**src/rtl/alu_issue_pkg.sv**
```systemverilog
// Shared constants, state encoding and RV32 instruction field helpers for the ALU issue unit.
package alu_issue_pkg;

  localparam logic [6:0] OP_R    = 7'b0110011;
  localparam logic [6:0] OP_I    = 7'b0010011;
  localparam logic [6:0] F7_BASE = 7'b0000000;
  localparam logic [6:0] F7_ALT  = 7'b0100000;

  localparam logic [2:0] F3_ADD = 3'b000;
  localparam logic [2:0] F3_SLL = 3'b001;
  localparam logic [2:0] F3_SR  = 3'b101;

  typedef enum logic [1:0] {
    ST_IDLE = 2'd0,
    ST_READ = 2'd1,
    ST_EXEC = 2'd2,
    ST_WB   = 2'd3
  } state_t;

  function automatic logic [6:0] get_opcode(input logic [31:0] instr);
    return instr[6:0];
  endfunction

  function automatic logic [4:0] get_rd(input logic [31:0] instr);
    return instr[11:7];
  endfunction

  function automatic logic [2:0] get_funct3(input logic [31:0] instr);
    return instr[14:12];
  endfunction

  function automatic logic [4:0] get_rs1(input logic [31:0] instr);
    return instr[19:15];
  endfunction

  function automatic logic [4:0] get_rs2(input logic [31:0] instr);
    return instr[24:20];
  endfunction

  function automatic logic [6:0] get_funct7(input logic [31:0] instr);
    return instr[31:25];
  endfunction

  function automatic logic [31:0] get_imm_i(input logic [31:0] instr);
    return {{20{instr[31]}}, instr[31:20]};
  endfunction

  // Only SRAI carries a meaningful upper-immediate selector; every other I-type op is funct7 = 0.
  function automatic logic [6:0] get_i_funct7(input logic [31:0] instr);
    logic [6:0] f7;
    if ((instr[14:12] == F3_SR) && (instr[31:25] == F7_ALT)) begin
      f7 = F7_ALT;
    end else begin
      f7 = F7_BASE;
    end
    return f7;
  endfunction

endpackage

```
**src/rtl/alu_issue_if.sv**
```systemverilog
// Bundle of the fetch, ALU, result and debug signals of the ALU issue unit.
interface alu_issue_if;

  logic        in_valid;
  logic        in_ready;
  logic [31:0] in_instr;
  logic [31:0] alu_in0;
  logic [31:0] alu_in1;
  logic [9:0]  alu_sel;
  logic [31:0] alu_out;
  logic        alu_zero;
  logic        res_valid;
  logic        res_ready;
  logic [31:0] res_data;
  logic        res_zero;
  logic [4:0]  res_rd;
  logic        res_illegal;
  logic [4:0]  dbg_addr;
  logic [31:0] dbg_data;

  modport master (
    input  in_valid, in_instr, alu_out, alu_zero, res_ready, dbg_addr,
    output in_ready, alu_in0, alu_in1, alu_sel, res_valid, res_data, res_zero, res_rd,
           res_illegal, dbg_data
  );

  modport slave (
    output in_valid, in_instr, alu_out, alu_zero, res_ready, dbg_addr,
    input  in_ready, alu_in0, alu_in1, alu_sel, res_valid, res_data, res_zero, res_rd,
           res_illegal, dbg_data
  );

endinterface

```
**src/rtl/alu_issue_regfile.sv**
```systemverilog
// NREGS x 32 register file: two operand reads plus a debug read, one write port, x0 reads as zero.
module alu_issue_regfile #(
  parameter int NREGS = 32,
  parameter int AW    = 5
) (
  input  logic          clk,
  input  logic          rst,
  input  logic [AW-1:0] rd_addr0,
  input  logic [AW-1:0] rd_addr1,
  input  logic [AW-1:0] dbg_addr,
  output logic [31:0]   rd_data0,
  output logic [31:0]   rd_data1,
  output logic [31:0]   dbg_data,
  input  logic          wr_en,
  input  logic [AW-1:0] wr_addr,
  input  logic [31:0]   wr_data
);

  logic [31:0] mem_r [NREGS];

  // Storage: whole-array clear on reset, single write port that never touches x0.
  always_ff @(posedge clk) begin
    if (rst) begin
      for (int i = 0; i < NREGS; i++) begin
        mem_r[i] <= 32'd0;
      end
    end else if (wr_en && (wr_addr != {AW{1'b0}})) begin
      mem_r[wr_addr] <= wr_data;
    end
  end

  assign rd_data0 = (rd_addr0 == {AW{1'b0}}) ? 32'd0 : mem_r[rd_addr0];
  assign rd_data1 = (rd_addr1 == {AW{1'b0}}) ? 32'd0 : mem_r[rd_addr1];
  assign dbg_data = (dbg_addr == {AW{1'b0}}) ? 32'd0 : mem_r[dbg_addr];

endmodule

```
**src/rtl/alu_issue_unit.sv**
```systemverilog
// Single-issue RV32 R/I-type ALU sequencer: IDLE -> READ -> EXEC -> WB with an internal register file.
// Define ALU_ISSUE_SKID_EN to add a one-entry instruction skid buffer (accept while busy).
module alu_issue_unit
  import alu_issue_pkg::*;
#(
  parameter int NREGS = 32
) (
  input logic         clk,
  input logic         rst,
  alu_issue_if.master bus
);

  localparam int REG_AW = (NREGS > 1) ? $clog2(NREGS) : 1;

  state_t      state_r;
  logic [31:0] instr_r;
  logic [31:0] alu_in0_r;
  logic [31:0] alu_in1_r;
  logic [9:0]  alu_sel_r;
  logic        illegal_r;
  logic        in_ready_r;
  logic        res_valid_r;
  logic [31:0] res_data_r;
  logic        res_zero_r;
  logic [4:0]  res_rd_r;
  logic        res_illegal_r;

`ifdef ALU_ISSUE_SKID_EN
  logic        skid_valid_r;
  logic [31:0] skid_instr_r;
`endif

  logic [4:0]        rs1_full_s;
  logic [4:0]        rs2_full_s;
  logic [4:0]        rd_full_s;
  logic [REG_AW-1:0] rs1_s;
  logic [REG_AW-1:0] rs2_s;
  logic [REG_AW-1:0] rd_s;
  logic [31:0]       rs1_val_s;
  logic [31:0]       rs2_val_s;
  logic [31:0]       dec_in0_s;
  logic [31:0]       dec_in1_s;
  logic [9:0]        dec_sel_s;
  logic              dec_illegal_s;
  logic              accept_s;
  logic              res_fire_s;
  logic              wr_en_s;

  assign rs1_full_s = get_rs1(instr_r);
  assign rs2_full_s = get_rs2(instr_r);
  assign rd_full_s  = get_rd(instr_r);
  assign rs1_s      = rs1_full_s[REG_AW-1:0];
  assign rs2_s      = rs2_full_s[REG_AW-1:0];
  assign rd_s       = rd_full_s[REG_AW-1:0];

  assign accept_s   = bus.in_valid && in_ready_r;
  assign res_fire_s = (state_r == ST_WB) && res_valid_r && bus.res_ready;
  assign wr_en_s    = res_fire_s && !res_illegal_r && (res_rd_r != 5'd0);

  alu_issue_regfile #(
    .NREGS (NREGS),
    .AW    (REG_AW)
  ) u_regfile (
    .clk      (clk),
    .rst      (rst),
    .rd_addr0 (rs1_s),
    .rd_addr1 (rs2_s),
    .dbg_addr (bus.dbg_addr[REG_AW-1:0]),
    .rd_data0 (rs1_val_s),
    .rd_data1 (rs2_val_s),
    .dbg_data (bus.dbg_data),
    .wr_en    (wr_en_s),
    .wr_addr  (res_rd_r[REG_AW-1:0]),
    .wr_data  (res_data_r)
  );

  // Decode the latched instruction into ALU operands and selector; unknown opcodes drive zeros.
  always_comb begin
    dec_in0_s     = 32'd0;
    dec_in1_s     = 32'd0;
    dec_sel_s     = 10'd0;
    dec_illegal_s = 1'b1;
    case (get_opcode(instr_r))
      OP_R: begin
        dec_in0_s     = rs1_val_s;
        dec_in1_s     = rs2_val_s;
        dec_sel_s     = {get_funct7(instr_r), get_funct3(instr_r)};
        dec_illegal_s = 1'b0;
      end
      OP_I: begin
        dec_in0_s     = rs1_val_s;
        dec_in1_s     = get_imm_i(instr_r);
        dec_sel_s     = {get_i_funct7(instr_r), get_funct3(instr_r)};
        dec_illegal_s = 1'b0;
      end
      default: begin
        dec_illegal_s = 1'b1;
      end
    endcase
  end

  // Sequencer: state, ALU drive registers, result registers and the input handshake.
  always_ff @(posedge clk) begin
    if (rst) begin
      state_r       <= ST_IDLE;
      instr_r       <= 32'd0;
      alu_in0_r     <= 32'd0;
      alu_in1_r     <= 32'd0;
      alu_sel_r     <= 10'd0;
      illegal_r     <= 1'b0;
      in_ready_r    <= 1'b1;
      res_valid_r   <= 1'b0;
      res_data_r    <= 32'd0;
      res_zero_r    <= 1'b0;
      res_rd_r      <= 5'd0;
      res_illegal_r <= 1'b0;
`ifdef ALU_ISSUE_SKID_EN
      skid_valid_r  <= 1'b0;
      skid_instr_r  <= 32'd0;
`endif
    end else begin
      case (state_r)
        ST_IDLE: begin
          if (accept_s) begin
            instr_r <= bus.in_instr;
            state_r <= ST_READ;
`ifndef ALU_ISSUE_SKID_EN
            in_ready_r <= 1'b0;
`endif
          end
        end
        ST_READ: begin
          alu_in0_r <= dec_in0_s;
          alu_in1_r <= dec_in1_s;
          alu_sel_r <= dec_sel_s;
          illegal_r <= dec_illegal_s;
          state_r   <= ST_EXEC;
        end
        ST_EXEC: begin
          res_data_r    <= illegal_r ? 32'd0 : bus.alu_out;
          res_zero_r    <= illegal_r ? 1'b0 : bus.alu_zero;
          res_rd_r      <= 5'(rd_s);
          res_illegal_r <= illegal_r;
          state_r       <= ST_WB;
        end
        ST_WB: begin
          // First WB cycle only raises res_valid; the handshake can complete from the next cycle.
          if (!res_valid_r) begin
            res_valid_r <= 1'b1;
          end else if (bus.res_ready) begin
            res_valid_r <= 1'b0;
`ifdef ALU_ISSUE_SKID_EN
            if (skid_valid_r) begin
              instr_r      <= skid_instr_r;
              skid_valid_r <= 1'b0;
              in_ready_r   <= 1'b1;
              state_r      <= ST_READ;
            end else if (accept_s) begin
              instr_r <= bus.in_instr;
              state_r <= ST_READ;
            end else begin
              state_r <= ST_IDLE;
            end
`else
            in_ready_r <= 1'b1;
            state_r    <= ST_IDLE;
`endif
          end
        end
        default: begin
          state_r <= ST_IDLE;
        end
      endcase
`ifdef ALU_ISSUE_SKID_EN
      if (accept_s && (state_r != ST_IDLE) && !res_fire_s) begin
        skid_valid_r <= 1'b1;
        skid_instr_r <= bus.in_instr;
        in_ready_r   <= 1'b0;
      end
`endif
    end
  end

  assign bus.in_ready    = in_ready_r;
  assign bus.alu_in0     = alu_in0_r;
  assign bus.alu_in1     = alu_in1_r;
  assign bus.alu_sel     = alu_sel_r;
  assign bus.res_valid   = res_valid_r;
  assign bus.res_data    = res_data_r;
  assign bus.res_zero    = res_zero_r;
  assign bus.res_rd      = res_rd_r;
  assign bus.res_illegal = res_illegal_r;

endmodule

```
**src/flat_wrapper.sv**
```systemverilog
// flat-port wrapper written by rule: the top's interface ports become plain ports
module alu_issue_unit_flat import alu_issue_pkg::*;
#(
  parameter int NREGS = 32
)
  (clk, rst, bus_in_valid, bus_in_instr, bus_alu_out, bus_alu_zero, bus_res_ready, bus_dbg_addr, bus_in_ready, bus_alu_in0, bus_alu_in1, bus_alu_sel, bus_res_valid, bus_res_data, bus_res_zero, bus_res_rd, bus_res_illegal, bus_dbg_data);
  alu_issue_if bus_i ();
  input logic clk;
  input logic rst;
  input wire logic [$bits(bus_i.in_valid)-1:0] bus_in_valid;
  input wire logic [$bits(bus_i.in_instr)-1:0] bus_in_instr;
  input wire logic [$bits(bus_i.alu_out)-1:0] bus_alu_out;
  input wire logic [$bits(bus_i.alu_zero)-1:0] bus_alu_zero;
  input wire logic [$bits(bus_i.res_ready)-1:0] bus_res_ready;
  input wire logic [$bits(bus_i.dbg_addr)-1:0] bus_dbg_addr;
  output wire logic [$bits(bus_i.in_ready)-1:0] bus_in_ready;
  output wire logic [$bits(bus_i.alu_in0)-1:0] bus_alu_in0;
  output wire logic [$bits(bus_i.alu_in1)-1:0] bus_alu_in1;
  output wire logic [$bits(bus_i.alu_sel)-1:0] bus_alu_sel;
  output wire logic [$bits(bus_i.res_valid)-1:0] bus_res_valid;
  output wire logic [$bits(bus_i.res_data)-1:0] bus_res_data;
  output wire logic [$bits(bus_i.res_zero)-1:0] bus_res_zero;
  output wire logic [$bits(bus_i.res_rd)-1:0] bus_res_rd;
  output wire logic [$bits(bus_i.res_illegal)-1:0] bus_res_illegal;
  output wire logic [$bits(bus_i.dbg_data)-1:0] bus_dbg_data;
  assign bus_i.in_valid = bus_in_valid;
  assign bus_i.in_instr = bus_in_instr;
  assign bus_i.alu_out = bus_alu_out;
  assign bus_i.alu_zero = bus_alu_zero;
  assign bus_i.res_ready = bus_res_ready;
  assign bus_i.dbg_addr = bus_dbg_addr;
  assign bus_in_ready = bus_i.in_ready;
  assign bus_alu_in0 = bus_i.alu_in0;
  assign bus_alu_in1 = bus_i.alu_in1;
  assign bus_alu_sel = bus_i.alu_sel;
  assign bus_res_valid = bus_i.res_valid;
  assign bus_res_data = bus_i.res_data;
  assign bus_res_zero = bus_i.res_zero;
  assign bus_res_rd = bus_i.res_rd;
  assign bus_res_illegal = bus_i.res_illegal;
  assign bus_dbg_data = bus_i.dbg_data;
  alu_issue_unit #(.NREGS(NREGS)) u_core (.clk(clk), .rst(rst), .bus(bus_i));
endmodule
```
**config.mk**
```make
export PLATFORM = sky130hd
export DESIGN_NAME = alu_issue_unit_flat
export DESIGN_NICKNAME = d
export VERILOG_FILES = /design/src/rtl/alu_issue_pkg.sv /design/src/rtl/alu_issue_if.sv /design/src/rtl/alu_issue_regfile.sv /design/src/rtl/alu_issue_unit.sv /design/src/flat_wrapper.sv
export SDC_FILE = /design/constraint.sdc
export NUM_CORES = 2
export LEC_CHECK = 0
export BUFFER_PORTS_ARGS = -buffer_cell sky130_fd_sc_hd__buf_2
export CAP_MARGIN = 15
export CORE_MARGIN = 2
export CORE_UTILIZATION = 60
export CTS_CLUSTER_SIZE = 24
export DETAILED_ROUTE_END_ITERATION = 16
export PLACE_DENSITY = 0.79
export SLEW_MARGIN = 5
export SYNTH_ARGS = -nofsm -noshare
export SYNTH_HDL_FRONTEND = slang
export SYNTH_HIERARCHICAL = 1
export SYNTH_SLANG_ARGS = --single-unit
```
**constraint.sdc**
```tcl
create_clock -name clk -period 4 [get_ports clk]
set_input_delay 0.2 -clock clk [delete_from_list [all_inputs] [get_ports clk]]
set_output_delay 0.2 -clock clk [all_outputs]
set_load 0.05 [all_outputs]
```
==> impl_metrics.prom <==
# TYPE chip_impl_metric gauge
chip_impl_info{name="run_status",value="complete, no violations"} 1
chip_impl_metric{name="globalRouteMet1Util",unit="%"} 53.7
chip_impl_metric{name="io_pins",unit=""} 221
chip_impl_metric{name="floorplan.initialDensity",unit="%"} 60.2
chip_impl_metric{name="synth_cell_types",unit=""} 63
chip_impl_metric{name="synthToLayoutAreaGrowth",unit="%"} 12.8
chip_impl_info{name="ranking_of_synthesized_cells_by_area",value="sky130_fd_sc_hd__edfxtp_1, sky130_fd_sc_hd__mux4_2, sky130_fd_sc_hd__and2_1"} 1
chip_impl_metric{name="slew_headroom",unit="%"} 14.2
chip_impl_metric{name="seq_power_share",unit="%"} 40.9
chip_impl_metric{name="grt_use_met2",unit="%"} 60.9
chip_impl_metric{name="finalSetupViolCount",unit=""} 0
chip_impl_info{name="tritoncts",value="done"} 1
chip_impl_metric{name="asyncSetResetFlopFracSynth",unit="%"} 0
chip_impl_metric{name="synth-edff-count",unit=""} 1024
chip_impl_metric{name="crit_path_max_fanout",unit=""} 3
chip_impl_metric{name="floorplan.rows",unit=""} 124
chip_impl_metric{name="power.density",unit="nW/um^2"} 467
chip_impl_metric{name="synth_sequential_area_ratio",unit="%"} 49.2
chip_impl_info{name="setup.worst_path.start_class",value="flop"} 1
chip_impl_metric{name="yosys.area.top_type_share",unit="%"} 44.8
chip_impl_metric{name="static-leakage-power",unit="nW"} 27.3
chip_impl_metric{name="core_region_area",unit="um^2"} 114000
chip_impl_info{name="clk_root_buffer_cell",value="sky130_fd_sc_hd__clkbuf_16"} 1
chip_impl_metric{name="internal_power",unit="mW"} 24.4
chip_impl_metric{name="worst_ir_drop_vdd",unit="mV"} 0.469
chip_impl_metric{name="postLayoutCellArea",unit="um^2"} 77400
chip_impl_metric{name="power.share.switching",unit="%"} 32.5
chip_impl_info{name="hold_path.class",value="input port to flop"} 1
chip_impl_metric{name="drt-total-wl",unit="mm"} 251
chip_impl_metric{name="clock_sink_count",unit=""} 1174
chip_impl_metric{name="max_clock_freq",unit="MHz"} 271
chip_impl_info{name="synth_flop_cell",value="sky130_fd_sc_hd__edfxtp_1"} 1
chip_impl_metric{name="die_w",unit="um"} 342
chip_impl_metric{name="globalRouteOverflowTotal",unit=""} 0
chip_impl_metric{name="fp.dieArea",unit="um^2"} 117000
chip_impl_metric{name="placed_area",unit="um^2"} 72200
chip_impl_metric{name="max_cap_violations",unit=""} 0
chip_impl_metric{name="finClkSkew",unit="ps"} 23.1
chip_impl_metric{name="vias",unit=""} 51100
chip_impl_info{name="cp-startpoint",value="u_core/u_regfile/mem_r[15][25]"} 1
chip_impl_metric{name="synth_warnings",unit=""} 6
chip_impl_metric{name="n_fill_cell",unit=""} 7660
chip_impl_metric{name="drc_errors",unit=""} 0
chip_impl_metric{name="pin_count_of_the_biggest_net_entering_global_routing",unit=""} 78
chip_impl_metric{name="htreeDepth",unit=""} 4
chip_impl_metric{name="die_h",unit="um"} 342
chip_impl_metric{name="cts_inserted_buffers",unit=""} 130
chip_impl_metric{name="critical_path_required",unit="ps"} 3800
chip_impl_metric{name="detailed_place_hpwl",unit="mm"} 159
chip_impl_info{name="worstHoldStart",value="bus_alu_out[3]"} 1
chip_impl_metric{name="buffer_ports.inserted",unit=""} 220
chip_impl_metric{name="synth_instances",unit=""} 4939
chip_impl_info{name="regToRegStartpoint",value="u_core/instr_r[24]"} 1
chip_impl_info{name="synthDominantAreaCellType",value="sky130_fd_sc_hd__edfxtp_1"} 1
chip_impl_metric{name="vias_per_cell",unit=""} 7.54
chip_impl_metric{name="post_route_cells_drive_above_1_share",unit="%"} 29.1
chip_impl_metric{name="ant_nets",unit=""} 0
chip_impl_info{name="unrepaired_setup_endpoints_after_global_routing",value="no"} 1
chip_impl_metric{name="timing.reg2reg.worst_path_depth",unit=""} 7
chip_impl_metric{name="pwr-share-clk",unit="%"} 32.7
chip_impl_info{name="grt_busiest_layer",value="met2"} 1
chip_impl_metric{name="final_max_slew_viol_count",unit=""} 0
chip_impl_metric{name="final.min_clock_period",unit="ps"} 3690
chip_impl_metric{name="clk_latency_worst_skew_pair",unit="ps"} 770
chip_impl_metric{name="drt_first_iter_violations",unit=""} 8536
chip_impl_metric{name="worst_pin_slew",unit="ps"} 1280
chip_impl_metric{name="track_usage",unit="%"} 43.0
chip_impl_metric{name="cts_setup_buffers",unit=""} 0
chip_impl_metric{name="max-clock-path-buffers",unit=""} 3
chip_impl_info{name="worst_setup_path_end_kind",value="output pin"} 1
chip_impl_metric{name="nNetsFinal",unit=""} 5229
chip_impl_metric{name="cp_data_arrival_time",unit="ps"} 3490
chip_impl_metric{name="report.final.hold_viol_count",unit=""} 0
chip_impl_metric{name="power_switching",unit="mW"} 11.7
chip_impl_metric{name="stdcell_count",unit=""} 6770
chip_impl_metric{name="post_synth.cell_area_avg",unit="um^2"} 13.9
chip_impl_metric{name="path_clk_slew",unit="ps"} 60
chip_impl_info{name="synth.top_cells.by_count",value="sky130_fd_sc_hd__edfxtp_1, sky130_fd_sc_hd__and2_1, sky130_fd_sc_hd__mux4_2"} 1
chip_impl_metric{name="dpl.cell_count",unit=""} 6434
chip_impl_metric{name="period_share",unit="%"} 92.3
chip_impl_metric{name="timing.setup.tns",unit="ps"} 0
chip_impl_metric{name="final_wtd_congestion",unit=""} 1.05
chip_impl_metric{name="grt_first_pass_wirelength",unit="mm"} 357
chip_impl_metric{name="share_comb_of_total_power",unit="%"} 26.3
chip_impl_metric{name="grt_pass1_vias",unit=""} 50800
chip_impl_metric{name="synthesis.area",unit="um^2"} 68600
chip_impl_metric{name="drt_pre_antenna_iters",unit=""} 9
chip_impl_metric{name="postSynthRegisterBits",unit=""} 1174
chip_impl_metric{name="holdPathStages",unit=""} 4
chip_impl_info{name="post-synth-top-count-cell",value="sky130_fd_sc_hd__edfxtp_1"} 1
chip_impl_metric{name="antenna_found_initial",unit=""} 10
chip_impl_info{name="worstSetupPathType",value="flop to output pin"} 1
chip_impl_metric{name="routedWlPerCell",unit="um"} 37.1
chip_impl_metric{name="grt_util_met3",unit="%"} 17.5
## sequential cells by signal (all words and copies together) (netlist names)
signal	cells
u_core/bus.res_valid	1
u_core/state_r	2
u_core/bus.res_illegal	1
u_core/instr_r	32
u_core/bus.in_ready	1
u_core/bus.alu_sel	10
u_core/illegal_r	1
u_core/bus.res_data	32
u_core/bus.res_rd	5
u_core/bus.alu_in1	32
u_core/u_regfile/mem_r	1024
u_core/bus.res_zero	1
u_core/bus.alu_in0	32
## routing by layer
| metal | share of wire, % | vias to the layer above |
|---|---|---|
| met5 | 0.039 | - |
| met4 | 9.1 | 14 |
| met3 | 18 | 1138 |
| met2 | 42 | 5148 |
| met1 | 31 | 25200 |
| li1 | - | 19600 |
## power by group through the flow
stage,Combinational [mW],Sequential (mW),Clock [mW]
floorplan,5.88,14.5,0
global placement,8.67,15.0,0
detailed placement,8.77,15.0,0
CTS,8.91,14.8,11.8
global route,9.60,14.8,12.3
finish,9.50,14.8,11.8
## worst max-delay path, cell delays in order, from the launching register on
cell                        delay, ps
sky130_fd_sc_hd__edfxtp_1         410
sky130_fd_sc_hd__mux4_2           480
sky130_fd_sc_hd__a22o_1           350
sky130_fd_sc_hd__a2111oi_0        930
sky130_fd_sc_hd__nor3_1           110
sky130_fd_sc_hd__buf_4            220
sky130_fd_sc_hd__buf_2            220
## cells by family (layout without fill, tap and decap cells)
group | Yosys count | count (layout) | synth area share [%]
multiplexers | 1052 | 1052 | 27.5
other | 1 | 37 | 0.00547
AO/OA/AOI/OAI | 555 | 555 | 5.58
AND/OR/NAND/NOR | 1595 | 1595 | 13.8
buffers and inverters | 557 | 840 | 3.79
adder cells (fa/ha/maj) | 5 | 5 | 0.0912
flip-flops | 1174 | 1174 | 49.2
## per-stage QoR
stage	setup slack [ps]	hold WS (ps)	util, %	power, mW
global placement	480	424	63.4	23.7
CTS	458	180	67.8	35.5
global route	221	228	67.9	36.7
detailed placement	501	433	63.4	23.8
floorplan	757	336	-	20.4
finish	307	193	67.9	36.1
## timing repair
action / 4_1_cts / 5_1_grt
gates resized for setup: 0 / 0
endpoints found under the hold margin: 72 / 0
hold buffers: 86 / 0
## final timing paths
path	to	slack, ps
setup / recovery	bus_dbg_data[25]	310
hold / removal	u_core/bus.res_data[3]	190
setup reg to reg	u_core/bus.alu_in1[20]	310
hold reg to reg	u_core/bus.alu_in0[13]	470
## placed cells by master, fill, tap and decap left out, drive strengths merged, types with 5 or more instances in the layout
cell / netlist / routed
o22ai: 93 / 93
mux2i: 314 / 314
a211oi: 56 / 56
buf: 210 / 515
o221ai: 26 / 26
clkinv: 2 / 44
a21oi: 163 / 163
nor2: 81 / 81
a22o: 59 / 59
mux2: 79 / 79
o32ai: 16 / 16
clkinvlp: 0 / 7
nor3: 64 / 64
diode: 0 / 5
a311oi: 5 / 5
nor2b: 84 / 84
conb: 1 / 32
a32o: 7 / 7
dlygate4sd3: 0 / 86
a2111oi: 28 / 28
inv: 2 / 8
edfxtp: 1024 / 1024
a22oi: 88 / 88
nand3: 30 / 30
and2: 1013 / 1013
nand2: 114 / 114
nor4: 26 / 26
dfxtp: 150 / 150
mux4: 659 / 659
clkbuf: 343 / 173
bufinv: 0 / 7
nand2b: 56 / 56
ha: 5 / 5
or2: 34 / 34
nand4: 67 / 67
## final cells by class
class / instances / area, um^2 / area share, %
diodes: 5 / 12.5 / 0.0162
well taps: 1512 / 1890 / 2.45
multi-input cells: 3239 / 32500 / 42.0
clock inverters: 62 / 513 / 0.663
repair buffers: 601 / 5020 / 6.49
inverters: 4 / 15.0 / 0.0194
clock buffers: 173 / 3600 / 4.66
flip-flops and latches: 1174 / 33800 / 43.7
Note: power is estimated with default switching activity, not from simulation.
